--- config.mk ---
export PLATFORM = sky130hd
export DESIGN_NAME = odd_even_sorter
export DESIGN_NICKNAME = d
export VERILOG_FILES = /design/src/rtl/odd_even_sorter.sv
export SDC_FILE = /design/constraint.sdc
export NUM_CORES = 1
export LEC_CHECK = 0
export CAP_MARGIN = 20
export CORE_MARGIN = 2
export CORE_UTILIZATION = 55
export DETAILED_ROUTE_END_ITERATION = 8
export PLACE_DENSITY = 0.71
export REMOVE_ABC_BUFFERS = 1
export SLEW_MARGIN = 20
export SYNTH_ARGS = -nofsm -noshare
export SYNTH_HDL_FRONTEND = slang
export SYNTH_SLANG_ARGS = --single-unit
--- constraint.sdc ---
create_clock -name clk -period 5.85 [get_ports clk]
set_clock_uncertainty 0.05 [all_clocks]
set_input_delay 1.17 -clock clk [delete_from_list [all_inputs] [get_ports clk]]
set_output_delay 1.17 -clock clk [all_outputs]
set_load 0.02 [all_outputs]
--- src/rtl/odd_even_sorter.sv ---
// Odd-even transposition sorting network over DATA_N unsigned DATA_W-bit words.
// Define ODD_EVEN_SORTER_DESCEND_EN to sort in descending order instead of ascending.
module odd_even_sorter #(
   parameter int DATA_W  = 8,
   parameter int DATA_N  = 7,
   parameter int PIPE_EN = 1
) (
   input  logic                           clk,
   input  logic                           rst_n,
   input  logic [DATA_N-1:0][DATA_W-1:0]  data_in,
   output logic [DATA_N-1:0][DATA_W-1:0]  data_o
);

   localparam int unsigned N = DATA_N;

   typedef logic [DATA_N-1:0][DATA_W-1:0] vec_t;

   function automatic logic out_of_order(input logic [DATA_W-1:0] a, input logic [DATA_W-1:0] b);
`ifdef ODD_EVEN_SORTER_DESCEND_EN
      return a < b;
`else
      return a > b;
`endif
   endfunction

   // Pairs within one stage are disjoint, so every swap reads the stage input.
   function automatic vec_t cx_stage(input vec_t v, input int unsigned s);
      vec_t r;
      r = v;
      for (int unsigned j = 0; j + 1 < N; j++) begin
         if (((j % 2) == (s % 2)) && out_of_order(v[j], v[j+1])) begin
            r[j]   = v[j+1];
            r[j+1] = v[j];
         end
      end
      return r;
   endfunction

   if (PIPE_EN != 0) begin : g_pipe
      vec_t pipe_d [N];
      vec_t pipe_q [N];

      always_comb begin
         pipe_d[0] = cx_stage(data_in, 0);
         for (int unsigned s = 1; s < N; s++) begin
            pipe_d[s] = cx_stage(pipe_q[s-1], s);
         end
      end

      always_ff @(posedge clk or negedge rst_n) begin
         if (!rst_n) begin
            for (int unsigned s = 0; s < N; s++) begin
               pipe_q[s] <= '0;
            end
         end else begin
            for (int unsigned s = 0; s < N; s++) begin
               pipe_q[s] <= pipe_d[s];
            end
         end
      end

      assign data_o = pipe_q[N-1];
   end else begin : g_comb
      vec_t sort_d;
      vec_t out_q;

      always_comb begin
         vec_t v;
         v = data_in;
         for (int unsigned s = 0; s < N; s++) begin
            v = cx_stage(v, s);
         end
         sort_d = v;
      end

      always_ff @(posedge clk or negedge rst_n) begin
         if (!rst_n) begin
            out_q <= '0;
         end else begin
            out_q <= sort_d;
         end
      end

      assign data_o = out_q;
   end

endmodule

; ---- Word level (Yosys, flattened, before mapping)
; Index checks and enable logic that the tools add are counted.
; W data, S select, Z words.
[totals]
register_bits = 392
in_bits = 58
output_inout_bits = 56
wordCells = 91
[op_classes]
order_cmp = 21
n_mux = 21
[ops]
columns = cell, count
row1 = $mux W16, 21
row2 = $gt A8 B8 Y1, 21

; ---- Longest topological paths before layout
[logic_depth]
ltp_word = 2
mapped_depth = 9
ltp_nobuf = 7

; ---- Least setup slack after synthesis
; Ideal clock, no wire load.
[synth_timing]
path_type = input to register
start = in data_in[15] (netlist name)
end = reg g_pipe.pipe_q, in the netlist g_pipe.pipe_d[285]
setup_ps = 126
arrival_time_ps = 2576
required_time_ps = 5674
slack_ps = 3098
path_stages = 9
path_buffers = 2
cell_sequence = inv_1 ha_1 nand4_2 nand2b_1 buf_2 buf_2 nand3_1 o21ai_1 a221o_1
[synth_rtl]
columns = item, line
row1 = start: declaration, 10  ; input logic [DATA_N-1:0][DATA_W-1:0] data_in,
row2 = end signal: indexed assignment, 57  ; pipe_q[s] <= pipe_d[s];
row3 = end: declaration, 41  ; vec_t pipe_q [N];

==> run_results.csv <==
group,metric,value,unit
power,max-vdd-ir-drop,268,µV
placement,place_hpwl,30200,µm
power,p_clk_share,16.9,%
logic_synthesis,yosys-top-cells-area,"dfrtp_1 (45%), ha_1 (9.7%), a221o_1 (8.1%)",
placement,dp_slack,1.90,ns
die,io_pins,114,
setup_path,reg2reg_to,"g_pipe.pipe_d[166]$_DFF_PN0_",
setup_path,crit_buf_inv,2,
timing,worst_pin_slew,0.972,ns
route,wl_per_cell,15.8,µm
timing,hold_violations,0,
die,coreArea,38800,µm²
setup_path,end_kind,"flop",
logic_synthesis,synth-xor-area-share,0,%
die,die_height,203,µm
cts,cts_hold_buf,0,
setup_path,crit_slowest_cell,"nand2b_1",
global_routing,grt_pass1_vias,15022,
logic_synthesis,synth_top_family_by_area,"compound AO/OA/AOI/OAI gates",
setup_path,crit_chain,"clkdlybuf4s50_1, inv_1, ha_1, nand4_2, nand2b_1, o21ai_2, a221o_1",
timing,slew_violations,0,
global_routing,grt_overflow,0,
logic_synthesis,muxShareOfSynthArea,6.63,%
power,p_leak,11.1,nW
logic_synthesis,async_flop_share,100,%
final_layout,drive_above_1_share,7.35,%
route,drt_wl_total,42500,µm
setup_path,cp_top_family,"simple AND/OR/NAND/NOR gates",
cts,cts_tree,"built",
final_layout,syn_to_final_growth,11.4,%
timing,setup_viol_count_final,0,
power,total_power,15.9,mW
route,drcViolationCount,0,
final_layout,final_cells,2695,
logic_synthesis,synth.yosys.warnings,0,
setup_path,startpoint,"data_in[15]",
job,drv_cap,0,
timing,slew_headroom,34.9,%
cts,cts_root_buf,"clkbuf_16",
logic_synthesis,yosysUniqueCellTypes,34,
route,ant_nets,0,
logic_synthesis,synth-adder-area-share,9.67,%
final_layout,fin_nets,2374,
setup_path,slowest_delay,0.59,ns
setup_path,critPathLaunchType,"primary input",
logic_synthesis,synthMostInstantiatedCell,"dfrtp_1",
setup_path,cp-endpoint,"g_pipe.pipe_d[285]$_DFF_PN0_",
global_routing,antenna_found_initial,0,
logic_synthesis,ys_seq_area_share,45.1,%
logic_synthesis,ys_top_cells_by_count,"dfrtp_1 (392), nand2_1 (232), o21ai_1 (208)",
logic_synthesis,syn_inst,2138,
route,num_vias,15919,
timing,fin_setup_tns,0,ns
timing,fin_crit_sh,58.5,%
logic_synthesis,synth_compound_area_share,19.5,%
final_layout,fillers,3154,
timing,fin_crit,3.42,ns
global_routing,grt_max_degree,150,
power,swShare,40.7,%
placement,place.gp.congestion,0.893,
cts,cts_resized,0,
outcome,run_status,"finished clean",
cts,cts_max_level,2,
timing,rsz0062_at_grt,"no",
timing,fin_ws,2.43,ns
logic_synthesis,synth_area,21700,µm²
placement,post_dp_cell_area,22800,µm²
power,p_sw,6.48,mW
final_layout,fin_area,24200,µm²
hold_path,min_from,"g_pipe.pipe_d[170]$_DFF_PN0_",
setup_path,path_depth,7,
die,row_count,72,
logic_synthesis,ys_ff_latch,392,
logic_synthesis,yosys.area_share.simple,11.8,%
logic_synthesis,ys.flop_type,"dfrtp_1",
cts,cts_buffers,42,
power,powerDensity,658,nW/µm²
route,viasPerCell,5.91,
setup_path,cp_max_fo,18,
setup_path,crit_arrival,3.77,ns
setup_path,reg2regPathDepth,6,
global_routing,track_usage,20.6,%
power,pwr-share-comb,50.6,%
cts,clock-sinks,392,
die,dieWidth,203,µm
logic_synthesis,post-synth-top-area-fraction,45.1,%
cts,cts_max_path_buffers,3,
setup_path,crit_required,6.20,ns
die,die-area,41100,µm²
final_layout,diodes,0,
power,seqPwrFrac,32.5,%
placement,io_buffer_count,113,
cts,clk_latency,0.53,ns
cts,cts_setup_buffers,0,
placement,placed_cells,2622,
logic_synthesis,synth-edff-count,0,
logic_synthesis,yosysTopAreaCell,"dfrtp_1",
power,p_int,9.45,mW
route,drtPass1Iterations,5,
die,start_util,56.0,%
hold_path,holdCritPathClass,"reg2reg",
logic_synthesis,avgSynthCellArea,10.2,µm²
cts,clkSlewWorstSetupHoldPaths,0.06,ns
setup_path,path_class,"in2reg",
timing,max_freq,0.292,GHz
setup_path,rrSetupSlack,2.95,ns
setup_path,rr_startpoint,"g_pipe.pipe_q[275]$_DFF_PN0_",
global_routing,grt_pass1_wl,71900,µm
route,initialDrtViolationCount,1074,
-- metal layers --
layer | up-vias | track usage, % | wire (µm)
li1 | 7795 | - | -
met1 | 7733 | 26.5 | 18400
met2 | 316 | 37.1 | 21700
met3 | 75 | 2.66 | 1530
met4 | 0 | 4.93 | 776
met5 | - | 0 | 0
-- power by group through the flow --
stage / registers (mW) / logic, mW / clock network (mW)
after global placement: 5.15 / 7.70 / 0
after floorplan: 5.02 / 5.93 / 0
final: 5.18 / 8.07 / 2.69
after global routing: 5.34 / 9.06 / 2.88
after detailed placement: 5.21 / 8.01 / 0
after CTS: 5.17 / 8.09 / 2.75
-- cells by family after synthesis --
logic type	after synthesis
compound gates	596
fa+ha+maj	168
buf+inv	338
flops	392
mux	128
simple gates	516
-- metrics by stage --
step / util, % / hold slack, ns
floorplan: - / 0.281
global placement: 58.6 / 0.283
detailed placement: 58.6 / 0.286
CTS: 62.3 / 0.284
global route: 62.4 / 0.280
finish: 62.4 / 0.285
-- cells in the final DEF, fill, tap and decap left out, types with 4 or more instances in the layout --
| master | Yosys | layout |
|---|---|---|
| dfrtp_1 | 392 | 392 |
| nand2_1 | 232 | 232 |
| o21ai_1 | 208 | 197 |
| inv_1 | 179 | 179 |
| nand3_1 | 176 | 176 |
| a221o_1 | 176 | 176 |
| ha_1 | 168 | 168 |
| mux2_1 | 128 | 128 |
| clkdlybuf4s50_1 | 0 | 112 |
| a21oi_1 | 89 | 89 |
| clkbuf_16 | 0 | 43 |
| o21ai_2 | 21 | 30 |
| o22ai_1 | 28 | 28 |
| nor2_1 | 25 | 25 |
| and4_1 | 19 | 19 |
| a211oi_1 | 17 | 17 |
| o21ai_0 | 17 | 17 |
| o221a_2 | 16 | 16 |
| nand4_1 | 12 | 12 |
| nand4_2 | 11 | 11 |
| nor3b_2 | 11 | 11 |
| nand2b_1 | 11 | 11 |
| buf_4 | 64 | 10 |
| nor2b_1 | 9 | 9 |
| o211ai_1 | 9 | 9 |
| clkbuf_8 | 0 | 9 |
| a21boi_1 | 8 | 8 |
| or2_1 | 8 | 8 |
| clkinv_4 | 0 | 6 |
| o22ai_2 | 4 | 4 |
| bufinv_16 | 0 | 4 |
| clkinv_2 | 0 | 4 |
| clkbuf_1 | 46 | 4 |
-- cell type report --
class                   instances  area [µm²]  area share [%]
multi-input cells            1408       10400            42.9
flip-flops and latches        392        9810            40.5
repair buffers                125        1250            5.17
clock buffers                  56        1210            5.02
inverters                     179         672            2.77
well taps                     518         648            2.68
clock inverters                17         233           0.961
-- sequential cells by signal, indices dropped and copies added, names as in the netlist --
register	count
data_o	56
g_pipe.pipe_d	48
g_pipe.pipe_q	288
-- worst min-delay path by stage --
stage                                              end  slack (ns)  depth (start not counted)
final                     g_pipe.pipe_q[170]$_DFF_PN0_        0.28                          0
after global routing      g_pipe.pipe_q[170]$_DFF_PN0_        0.28                          0
after CTS                 g_pipe.pipe_q[170]$_DFF_PN0_        0.28                          0
after detailed placement  g_pipe.pipe_q[272]$_DFF_PN0_        0.29                          0
after global placement    g_pipe.pipe_q[172]$_DFF_PN0_        0.28                          0
after floorplan                   data_o[48]$_DFF_PN0_        0.28                          0
(Power assumes the default switching activity.)
